## src/rtl/sector_hexdump_if.sv

```systemverilog
// Byte-in / character-out bus of the sector hex-dump formatter.
// The slave side is the formatter; the master side is its environment.
interface sector_hexdump_if;
    logic       inreq;
    logic [8:0] inaddr;
    logic [7:0] inbyte;
    logic       oreq;
    logic       ognt;
    logic [7:0] odata;
    logic       overflow;
    logic       idle;

    modport master (
        output inreq, inaddr, inbyte, ognt,
        input  oreq, odata, overflow, idle
    );

    modport slave (
        input  inreq, inaddr, inbyte, ognt,
        output oreq, odata, overflow, idle
    );
endinterface

```

## src/rtl/sector_hexdump.sv

```systemverilog
// Formats sector bytes as uppercase hex text with optional line-offset prefixes.
// Input bytes land in a small FIFO because the sector reader cannot be stalled.
module sector_hexdump #(
    parameter int unsigned FIFO_ASIZE     = 4,
    parameter int unsigned BYTES_PER_LINE = 16,
    parameter int unsigned ADDR_PREFIX    = 1
) (
    input logic             clk,
    input logic             rst,
    sector_hexdump_if.slave bus
);
    localparam int unsigned Depth = 1 << FIFO_ASIZE;
    localparam int unsigned KW    = $clog2(BYTES_PER_LINE);
    localparam logic [KW-1:0] KLast = KW'(BYTES_PER_LINE - 1);

    typedef enum logic [3:0] {
        StIdle, StP0, StP1, StP2, StPc, StPs, StHi, StLo, StSp, StCr, StLf
    } state_e;

    state_e state_q, state_d;

    logic [16:0]         mem_q [Depth];
    logic [FIFO_ASIZE:0] wptr_q, rptr_q;
    logic                empty, full, push, pop;
    logic [16:0]         head;
    logic                overflow_q;
    logic [8:0]          hold_addr_q, hold_addr_d;
    logic [7:0]          hold_byte_q, hold_byte_d;
    logic                line_end;
    logic                oreq_q, oreq_d;
    logic [7:0]          odata_q, odata_d;

    function automatic logic [7:0] hex(input logic [3:0] n);
        return (n < 4'd10) ? (8'h30 + {4'b0, n}) : (8'h37 + {4'b0, n});
    endfunction

    assign empty = (wptr_q == rptr_q);
    assign full  = (wptr_q[FIFO_ASIZE] != rptr_q[FIFO_ASIZE]) &&
                   (wptr_q[FIFO_ASIZE-1:0] == rptr_q[FIFO_ASIZE-1:0]);
    assign push  = bus.inreq && !full;
    assign pop   = (state_q == StIdle) && !empty;
    assign head  = mem_q[rptr_q[FIFO_ASIZE-1:0]];

    always_ff @(posedge clk) begin
        if (push) mem_q[wptr_q[FIFO_ASIZE-1:0]] <= {bus.inaddr, bus.inbyte};
    end

    // A full FIFO drops the byte even if a pop frees a slot on the same edge.
    always_ff @(posedge clk) begin
        if (rst) begin
            wptr_q     <= '0;
            rptr_q     <= '0;
            overflow_q <= 1'b0;
        end else begin
            if (push) wptr_q <= wptr_q + 1'b1;
            if (pop) rptr_q <= rptr_q + 1'b1;
            if (bus.inreq && full) overflow_q <= 1'b1;
        end
    end

    assign hold_addr_d = pop ? head[16:8] : hold_addr_q;
    assign hold_byte_d = pop ? head[7:0] : hold_byte_q;
    assign line_end    = (hold_addr_q[KW-1:0] == KLast);

    always_ff @(posedge clk) begin
        if (rst) begin
            state_q     <= StIdle;
            hold_addr_q <= '0;
            hold_byte_q <= '0;
        end else begin
            state_q     <= state_d;
            hold_addr_q <= hold_addr_d;
            hold_byte_q <= hold_byte_d;
        end
    end

    always_comb begin
        state_d = state_q;
        unique case (state_q)
            StIdle: begin
                if (!empty) begin
                    state_d = ((ADDR_PREFIX != 0) && (head[KW+7:8] == '0)) ? StP0 : StHi;
                end
            end
            StP0: if (bus.ognt) state_d = StP1;
            StP1: if (bus.ognt) state_d = StP2;
            StP2: if (bus.ognt) state_d = StPc;
            StPc: if (bus.ognt) state_d = StPs;
            StPs: if (bus.ognt) state_d = StHi;
            StHi: if (bus.ognt) state_d = StLo;
            StLo: if (bus.ognt) state_d = line_end ? StCr : StSp;
            StSp: if (bus.ognt) state_d = StIdle;
            StCr: if (bus.ognt) state_d = StLf;
            StLf: if (bus.ognt) state_d = StIdle;
            default: state_d = StIdle;
        endcase
    end

    // Character is computed for the upcoming state so oreq/odata come straight from flops.
    always_comb begin
        oreq_d  = (state_d != StIdle);
        odata_d = 8'h00;
        unique case (state_d)
            StP0:    odata_d = hex({3'b000, hold_addr_d[8]});
            StP1:    odata_d = hex(hold_addr_d[7:4]);
            StP2:    odata_d = hex(hold_addr_d[3:0]);
            StPc:    odata_d = 8'h3A;
            StPs:    odata_d = 8'h20;
            StHi:    odata_d = hex(hold_byte_d[7:4]);
            StLo:    odata_d = hex(hold_byte_d[3:0]);
            StSp:    odata_d = 8'h20;
            StCr:    odata_d = 8'h0D;
            StLf:    odata_d = 8'h0A;
            default: odata_d = 8'h00;
        endcase
    end

    always_ff @(posedge clk) begin
        if (rst) begin
            oreq_q  <= 1'b0;
            odata_q <= 8'h00;
        end else begin
            oreq_q  <= oreq_d;
            odata_q <= odata_d;
        end
    end

    assign bus.oreq     = oreq_q;
    assign bus.odata    = odata_q;
    assign bus.overflow = overflow_q;
    assign bus.idle     = empty && (state_q == StIdle);
endmodule

```

## src/flat_wrapper.sv

```systemverilog
// flat-port wrapper written by rule: the top's interface ports become plain ports
module sector_hexdump_flat 
#(
    parameter int unsigned FIFO_ASIZE     = 4,
    parameter int unsigned BYTES_PER_LINE = 16,
    parameter int unsigned ADDR_PREFIX    = 1
)
  (clk, rst, bus_inreq, bus_inaddr, bus_inbyte, bus_ognt, bus_oreq, bus_odata, bus_overflow, bus_idle);
  sector_hexdump_if bus_i ();
  input logic clk;
  input logic rst;
  input wire logic [$bits(bus_i.inreq)-1:0] bus_inreq;
  input wire logic [$bits(bus_i.inaddr)-1:0] bus_inaddr;
  input wire logic [$bits(bus_i.inbyte)-1:0] bus_inbyte;
  input wire logic [$bits(bus_i.ognt)-1:0] bus_ognt;
  output wire logic [$bits(bus_i.oreq)-1:0] bus_oreq;
  output wire logic [$bits(bus_i.odata)-1:0] bus_odata;
  output wire logic [$bits(bus_i.overflow)-1:0] bus_overflow;
  output wire logic [$bits(bus_i.idle)-1:0] bus_idle;
  assign bus_i.inreq = bus_inreq;
  assign bus_i.inaddr = bus_inaddr;
  assign bus_i.inbyte = bus_inbyte;
  assign bus_i.ognt = bus_ognt;
  assign bus_oreq = bus_i.oreq;
  assign bus_odata = bus_i.odata;
  assign bus_overflow = bus_i.overflow;
  assign bus_idle = bus_i.idle;
  sector_hexdump #(.FIFO_ASIZE(FIFO_ASIZE), .BYTES_PER_LINE(BYTES_PER_LINE), .ADDR_PREFIX(ADDR_PREFIX)) u_core (.clk(clk), .rst(rst), .bus(bus_i));
endmodule
```

## config.mk

```make
export PLATFORM = sky130hd
export DESIGN_NAME = sector_hexdump_flat
export DESIGN_NICKNAME = d
export VERILOG_FILES = /design/src/rtl/sector_hexdump_if.sv /design/src/rtl/sector_hexdump.sv /design/src/flat_wrapper.sv
export SDC_FILE = /design/constraint.sdc
export NUM_CORES = 1
export LEC_CHECK = 0
export ABC_AREA = 1
export CORE_UTILIZATION = 40
export CTS_BUF_LIST = sky130_fd_sc_hd__clkbuf_2
export CTS_CLUSTER_SIZE = 12
export DETAILED_ROUTE_END_ITERATION = 10
export PLACE_DENSITY = 0.58
export SYNTH_ARGS = -nofsm -noshare
export SYNTH_HDL_FRONTEND = slang
export SYNTH_SLANG_ARGS = --single-unit
export TNS_END_PERCENT = 1
```

## constraint.sdc

```tcl
create_clock -name clk -period 5.9 [get_ports clk]
set_input_delay 1.18 -clock clk [delete_from_list [all_inputs] [get_ports clk]]
set_output_delay 1.18 -clock clk [all_outputs]
set_load 0.01 [all_outputs]
```

==> Word level (Yosys, flattened, before mapping) <==
Memory sizes are Yosys's and may differ from the RTL's. A register that Yosys moved wholly into a read port is not among the register bits.
Index checks and enable logic that the tools add are counted.
{ "op_classes": {"n_lt_le_gt_ge": 4, "bitwise_logic": 0, "reduce_logical": 12, "n_mul": 0, "n_eq_ne": 24, "n_shift": 0, "muxes": 24, "div_mod_pow": 0, "add_sub_neg": 11} }
{ "ops": {"columns": ["cell", "n"], "rows": [
  ["8-bit one-hot mux with 9 select lines", 1],
  ["6-bit by 4-bit adder with 7-bit output, first input constant", 8],
  ["4-bit two-way mux", 12],
  ["8-bit two-way mux", 5],
  ["4-bit one-hot mux with 10 select lines", 1],
  ["4-bit by 3-bit == test with 1-bit output, second input constant", 8],
  ["4-bit == test, second input constant", 7],
  ["4-bit by 2-bit == test with 1-bit output, second input constant", 4],
  ["4-bit less-than comparator, second input constant", 4],
  ["5-bit by 1-bit adder with 5-bit output, second input constant", 2],
  ["9-bit two-way mux", 1],
  ["4-bit by 1-bit == test with 1-bit output, second input constant", 2],
  ["4-bit logical NOT", 2],
  ["6-bit by 1-bit adder with 7-bit output, first input constant", 1],
  ["5-bit == test", 1],
  ["1-bit logical AND", 5],
  ["4-bit == test", 1],
  ["4-bit nonzero test", 1],
  ["2-bit OR reduction", 2],
  ["1-bit two-way mux", 3],
  ["3-bit two-way mux", 1],
  ["1-bit logical NOT", 2],
  ["1-bit inequality test", 1]
]} }
{ "totals": {"ramBits": 272, "elab_cells": 84, "input_bits": 21, "output_inout_bits": 11, "memories": 1, "mem_bits_ro": 0, "latch_bits": 0, "reg_bits": 41} }
{ "memory_table": {"columns": ["name", "depth", "word_bits", "read_ports", "rd_ports_with_merged_regs", "write_ports", "line", "text"], "rows": [
  ["u_core.mem_q", 16, 17, 1, 1, 1, "sector_hexdump.sv:22", "logic [16:0] mem_q [Depth];"]
]} }

==> Logic depth before layout (Yosys ltp) <==
{ "depth": {"ltp_word": 7, "ltp_mapped": 20, "depth_no_buf": 18} }

==> Least setup slack after synthesis <==
OpenSTA, ideal clock, no wires.
{ "synth_path": {"path_kind": "input to register", "start": "in bus_ognt", "end": "reg u_core.odata_q[3] (netlist: u_core.bus.odata[3])", "path_buffers": 1, "setup_slack_ps": 3210, "cell_stages": 9, "setup_time_ps": 128, "arrival_time_ps": 2563, "t_required_ps": 5772, "cell_sequence": "clkbuf_1 > inv_1 > a311oi_1 > a21boi_2 > nor2_1 > nand3_1 > nand3_1 > nor2_1 > nor2_1"} }
{ "synth_between": {"elab_chain_cells": 5, "word_cells_on_any_way": 22, "cone_classes": "eq/ne: 10; mux: 11; reduce/logical: 1"} }
{ "synth_lines": {"columns": ["element", "line", "text"], "rows": [
  ["start: declaration", "flat_wrapper.sv:15", "input wire logic [$bits(bus_i.ognt)-1:0] bus_ognt;"],
  ["4-bit two-way mux, or another cell as far along", "sector_hexdump.sv:92, sector_hexdump.sv:94", null],
  ["4-bit one-hot mux with 10 select lines (*)", "sector_hexdump.sv:79", "unique case (state_q)"],
  ["4-bit by 3-bit == test with 1-bit output / 4-bit == test (equally long branches)", "sector_hexdump.sv:103", "unique case (state_d)"],
  ["2-bit OR reduction (no line)", null, null],
  ["8-bit one-hot mux with 9 select lines (*)", "sector_hexdump.sv:103", null],
  ["end signal: assignment", "sector_hexdump.sv:124", "odata_q <= odata_d;"],
  ["end: declaration", "sector_hexdump.sv:31", "logic [7:0] odata_q, odata_d;"]
]} }
Mark *: on every way between the ends. The rest lies on a longest branch, timed or not.
A chain may end at the register's enable or synchronous reset.

==> Worst setup path after layout <==
{ "layout_path": {"start": "reg u_core.wptr_q[1]", "end": "out bus_idle"} }
{ "layout_between": {"elab_chain_cells": 2} }
{ "layout_lines": {"columns": ["element", "line", "text"], "rows": [
  ["start: declaration", "sector_hexdump.sv:23", "logic [FIFO_ASIZE:0] wptr_q, rptr_q;"],
  ["start signal: assignment", "sector_hexdump.sv:55", "if (push) wptr_q <= wptr_q + 1'b1;"],
  ["5-bit == test", "sector_hexdump.sv:37", "assign empty = (wptr_q == rptr_q);"],
  ["1-bit logical AND", "sector_hexdump.sv:131", "assign bus.idle = empty && (state_q == StIdle);"],
  ["end: declaration", "flat_wrapper.sv:19", "output wire logic [$bits(bus_i.idle)-1:0] bus_idle;"]
]} }
No other way between the ends.

==> metrics.cfg <==
[timing]
timing.fmax_mhz=269.1
report.final.setup_viol=0
worst_skew_ns=0.04287
final_critical_path_setup_slack_ns=2.184
setup_total_negative_slack_ns=0
max_slew_margin_pct=23.49
worst_pin_slew_ns=1.146
timing_max_transition_violations_final=0
final_worst_path_period_share_pct=62.98
rsz0062_at_grt=false
timing.final.crit_period_ns=3.716
timing_hold_violations_final=0

[yosys]
seq_area_frac_synth_pct=66.86
synthCells=1239
avgSynthCellArea_um2=10.92
number_of_enable_type_register_cells_in_the_synthesized_netlist=272
synth.cell_area_mm2=0.01353
syn_nets=1269
ys.flop_type=edfxtp_1
synth-async-reset-ratio_pct=0
yosys_warnings=0
postSynthRegisterBits=316
post_synth_num_cell_types=45

[detailed_routing]
antenna_left=0
drc=0
iteration_0_drc_count_of_the_detailed_router=686
drt-pass1-iter-count=5
route.detailed.wl_per_inst_um=18.20
via_count_of_the_routed_design=9221
drt-vias-per-instance=5.146
drt_wl_total_mm=32.61

[cells_and_area]
seqCellArea_mm2=0.009056
area_growth_syn_to_layout_pct=9.236
layout.cells.most_common=edfxtp_1
nNetsFinal=1327
mostFrequentLayoutCells=edfxtp_1, nor2_1, nand2_1
layout_fillers=3124
layout_cell_share_with_drive_strength_beyond_1_pct=13.94
multi_input_comb_area_mm2=0.003837
post_layout_nonfiller_instances=1792

[die]
num_io_pins=32
chipHeight_um=185.9
floorplan.initialDensity_pct=41.08
floorplan.die_area_mm2=0.03458
std_cell_rows=66
fp.dieW_um=185.9
core_region_area_mm2=0.03295

[run]
max_cap_violations=0

[cts]
cts.repair_timing.setup_buffer_count=0
cts_clock_pin_slew_for_the_worst_setup_and_hold_paths_ns=0.10
clock_tree.buffer_depth=3
htreeDepth=3
tritoncts=yes
cts_sinks=316
clock_tree_root_driver_cell=clkbuf_2
cts_hold_repair.buffers=0
cts-resized-gates=0
worst_skew_pair.late_latency_ns=0.90
numCtsBuffers=83

[global_routing]
antenna_found_initial=1
grt_pass1_vias=8990
grt_usage_pct=19.50
grt_first_pass_wirelength_mm=50.12
grt_max_degree=74
globalRouteOverflowTotal=0

[power_and_ir_drop]
peak_ir_drop_on_the_vdd_network_v=0.0001890
p_leak_nw=5.355
report.power.total_w=0.006625
p_per_area_mw_per_mm2=448.1

[worst_hold_path]
whs_endpoint=u_core.bus.overflow$_SDFFE_PP0P_
min_path_cells=2
hold_path_startpoint=u_core.bus.overflow$_SDFFE_PP0P_
worstHoldPathType=register to register

[worst_setup_path]
worstPathRequired_ns=4.72
critical_path.startpoint_type=register
worst_r2r_endpoint=u_core.bus.odata[2]$_SDFF_PP0_
endpoint_kind=output port
critical_path_peak_fanout=5
r2r_slack_ns=2.44
crit_type=register to output port
worst_reg2reg_path_depth=12
critical_path_arrival_ns=2.54

[status]
run_status=completed

[place]
dp_hpwl_mm=19.01
placed_cells=1654
io_port_bufs=30
worst_setup_timing_slack_at_the_placement_stage_ns=2.356
gp_congestion=0.8301

per-layer routing:
layer | vias up | share of wire (%) | track usage, %
li1 | 4473 | - | -
met1 | 4416 | 45 | 26.13
met2 | 270 | 47 | 31.39
met3 | 62 | 5.8 | 3.678
met4 | 0 | 2.2 | 7.311
met5 | - | 0 | 0
power breakdown:
group / switching [W] / internal (W) / total, W
Combinational: 0.00174 / 0.000777 / 0.00252
Sequential: 0.000107 / 0.00255 / 0.00265
Clock: 0.000865 / 0.000586 / 0.00145
Total: 0.00272 / 0.00391 / 0.00663
area by class of cell:
type | instances | area share [%]
timing repair buffer | 39 | 2.488
antenna | 1 | 0.01693
sequential | 316 | 61.26
multi-input combinational | 787 | 25.96
tap | 442 | 3.741
clock buffer | 122 | 4.130
inverter | 70 | 1.794
clock inverter | 15 | 0.6178
worst max-delay path, stage by stage (launching register included):
cell	delay, ns
dfxtp_1	0.51
xor2_1	0.12
nor2_1	0.20
nand3_2	0.17
nor2_1	0.12
clkdlybuf4s50_1	0.54
state kept, by name, indices dropped and copies added (netlist names), named ones only:
signal               flops
u_core.bus.odata         7
u_core.bus.oreq          1
u_core.bus.overflow      1
u_core.hold_addr_q       9
u_core.hold_byte_q       8
u_core.mem_q           272
u_core.rptr_q            5
u_core.state_q           4
u_core.wptr_q            5
metrics by stage:
| step | utilization, % | hold slack, ns | instance area, um2 |
|---|---|---|---|
| global route | 44.87 | 0.5315 | 14780 |
| CTS | 44.86 | 0.4780 | 14780 |
| global placement | 42.73 | 0.4491 | 14080 |
| finish | 44.87 | 0.4785 | 14780 |
| floorplan | - | 0.4426 | 13530 |
| detailed placement | 42.73 | 0.4569 | 14080 |
synthesized netlist by cell type, types with 2 or more instances:
cell | count | share of area, %
a21oi_1 | 13 | 0.48
buf_2 | 23 | 0.85
buf_4 | 13 | 0.72
buf_6 | 13 | 1.1
clkbuf_1 | 16 | 0.44
dfxtp_1 | 44 | 6.5
edfxtp_1 | 272 | 60
ha_1 | 9 | 0.83
inv_1 | 62 | 1.7
inv_2 | 6 | 0.17
nand2_1 | 172 | 4.8
nand2_2 | 12 | 0.55
nand2_4 | 5 | 0.42
nand3_1 | 94 | 3.5
nand3_2 | 2 | 0.15
nand3b_1 | 4 | 0.22
nand4_1 | 5 | 0.23
nor2_1 | 245 | 6.8
nor2_4 | 3 | 0.25
nor3_1 | 4 | 0.15
o211ai_1 | 51 | 2.8
o21ai_0 | 117 | 4.3
o21ai_1 | 17 | 0.63
o21ai_2 | 2 | 0.13
o221ai_1 | 7 | 0.45
o22ai_1 | 3 | 0.14
or2_1 | 4 | 0.18
xor2_1 | 4 | 0.26
worst max-delay path by stage:
stage,end,cells past startpoint,from
2_1_floorplan,u_core.bus.odata[3]$_SDFF_PP0_,9,bus_ognt
3_3_place_gp,u_core.mem_q[5][13]$_DFFE_PP_,5,bus_inreq
3_5_place_dp,u_core.mem_q[5][5]$_DFFE_PP_,5,bus_inreq
4_1_cts,bus_idle,5,u_core.wptr_q[1]$_SDFFE_PP0P_
5_1_grt,bus_idle,5,u_core.wptr_q[1]$_SDFFE_PP0P_
6_report,bus_idle,5,u_core.wptr_q[1]$_SDFFE_PP0P_
cell families after synthesis:
group | share of synthesized area (%)
flops | 66.86
fa+ha+maj | 0.8320
simple gates | 17.45
other cells | 0.02771
compound gates | 9.420
xor+xnor | 0.3235
buf+inv | 5.085
No activity file was read; power rests on OpenSTA's default activity.
==> variant (config.mk and constraints unchanged) <==
`BYTES_PER_LINE` is set to 16 in 2 places; all go to 8.
--- a/src/rtl/sector_hexdump.sv
+++ b/src/rtl/sector_hexdump.sv
@@ -2,7 +2,7 @@
 // Input bytes land in a small FIFO because the sector reader cannot be stalled.
 module sector_hexdump #(
     parameter int unsigned FIFO_ASIZE     = 4,
-    parameter int unsigned BYTES_PER_LINE = 16,
+    parameter int unsigned BYTES_PER_LINE = 8,
     parameter int unsigned ADDR_PREFIX    = 1
 ) (
     input logic             clk,
--- a/src/flat_wrapper.sv
+++ b/src/flat_wrapper.sv
@@ -2,7 +2,7 @@
 module sector_hexdump_flat 
 #(
     parameter int unsigned FIFO_ASIZE     = 4,
-    parameter int unsigned BYTES_PER_LINE = 16,
+    parameter int unsigned BYTES_PER_LINE = 8,
     parameter int unsigned ADDR_PREFIX    = 1
 )
   (clk, rst, bus_inreq, bus_inaddr, bus_inbyte, bus_ognt, bus_oreq, bus_odata, bus_overflow, bus_idle);
Formal check against the unedited RTL: not equivalent (Yosys sat finds a counterexample within 4 cycles, from zero or initial values and one cycle with rst high).
==> variant against the original RTL <==
Power up 1.4%. Wire length up 3.1%. Synthesized area up 0.64%. Sequential cell count unchanged. Die area up 0.63%. Critical endpoint unchanged. Setup slack worse by 0.13 ns. Critical path depth up 2. Critical path type unchanged. Cell area up 1.4%. Largest cell class unchanged.
==> variant: results (changes against the original RTL) <==
[routing]
met1_length_microns=14570  ; -0.54%
top_signal_layer_used=met4
detailedRoute.firstIterationViolations=661  ; -3.6%
route.detailed.vias_per_inst=5.105  ; -0.79%
avgRoutedWirePerCell_microns=17.87  ; -1.8%
route.met2.wl_microns=15430  ; +0.61%

[synthesis]
synth_flop_cell=sky130_fd_sc_hd__edfxtp_1
netlist-cell-type-count=41  ; -8.9%
synth_common_cells=272 x sky130_fd_sc_hd__edfxtp_1, 241 x sky130_fd_sc_hd__nor2_1, 239 x sky130_fd_sc_hd__nand2_1
post_synthesis_sequential_area_ratio_pct=66.43  ; -0.42 points
synthesis.area_per_instance_sq_um=10.40  ; -4.8%
synth.net_count=1340  ; +5.6%
post_synth_main_area_contributors=sky130_fd_sc_hd__edfxtp_1 60%, sky130_fd_sc_hd__nor2_1 6.6%, sky130_fd_sc_hd__nand2_1 6.6%

[timing]
worst_clock_skew_ns=0.1180  ; +0.07510 ns
tightestPinTransition_ns=1.310  ; +0.1634 ns

[clock_network]
cts_buffers=82  ; -1.2%

[critical_path]
r2r_cells=13  ; +1
rrSetupSlack_ns=2.17  ; -0.27 ns
critPathMaxStageDelay_ns=0.56  ; +0.02 ns
worst-path-max-fanout=5  ; unchanged
cp.arrival_ns=2.66  ; +0.12 ns
cpLargestDelayFamily=simple AND/OR/NAND/NOR gates

[final_layout]
share_of_layout_cells_above_drive_strength_1_pct=14.17  ; +0.23 points
instances_no_fill=1882  ; +5.0%
nNetsFinal=1403  ; +5.7%

[global_route]
number_of_global_route_vias_before_repair=9286  ; +3.3%
grt_usage_pct=19.61  ; +0.11 points
grt_pass1_wl_microns=52270  ; +4.3%

[place]
instance_count_after_placement_with_tap_cells_included=1737  ; +5.0%
detailed_place_hpwl_microns=19240  ; +1.2%
place_congestion=0.9061  ; +9.2%

[power_and_ir_drop]
worst_ir_drop_vdd_mv=0.2188  ; +16%

[outcome]
run_status=finished clean

variant: cell types whose count changed after synthesis, sizes merged, moves of 3 or more:
cell    delta
o211ai    -24
nand3     +33
xor2       -4
o221ai     -3
nand2     +67
o21ai     -18
inv       +23
nor2       -3
variant: tightest hold or removal path, delay by kind of cell (launching register included):
family,cells,cell delay [ns]
AO/OA/AOI/OAI,1,0.05
flip-flops,1,0.32
buffers and inverters,1,0.05
variant: logic make-up after synthesis:
group,count (synthesis),share of synthesized area [%]
AO/OA/AOI/OAI,174,7.239
XOR/XNOR,1,0.06431
adder cells (fa/ha/maj),9,0.8268
buffers and inverters,159,5.300
flip-flops,316,66.43
other,1,0.02753
AND/OR/NAND/NOR,650,20.11
variant: metrics by stage:
step	hold slack, ns	setup WS [ns]	area, sq um
global route	0.5085	1.757	15000
floorplan	0.4426	3.213	13620
CTS	0.4612	1.944	14990
global placement	0.4421	2.354	14280
detailed placement	0.4462	2.290	14280
finish	0.4544	2.058	15000
variant: final cells by class:
| type | count | area [sq um] |
|---|---|---|
| clock buffers | 125 | 625.6 |
| fillers | 3249 | 18540 |
| well taps | 448 | 560.5 |
| flip-flops and latches | 316 | 9056 |
| inverters | 94 | 355.3 |
| repair buffers | 44 | 417.9 |
| diodes | 1 | 2.502 |
| multi-input cells | 835 | 3890 |
| clock inverters | 19 | 87.58 |
variant: power by group:
group | leakage, uW | switching, uW | internal [uW]
logic | 0.00230 | 1770 | 803
clock network | 0.000565 | 875 | 564
registers | 0.00282 | 155 | 2550
total | 0.00569 | 2800 | 3920
variant: metal layers:
layer  up-vias  track usage [%]
li1       4648                -
met1      4536            25.68
met2       332            30.78
met3        92            4.608
met4         0            9.363
met5         -                0
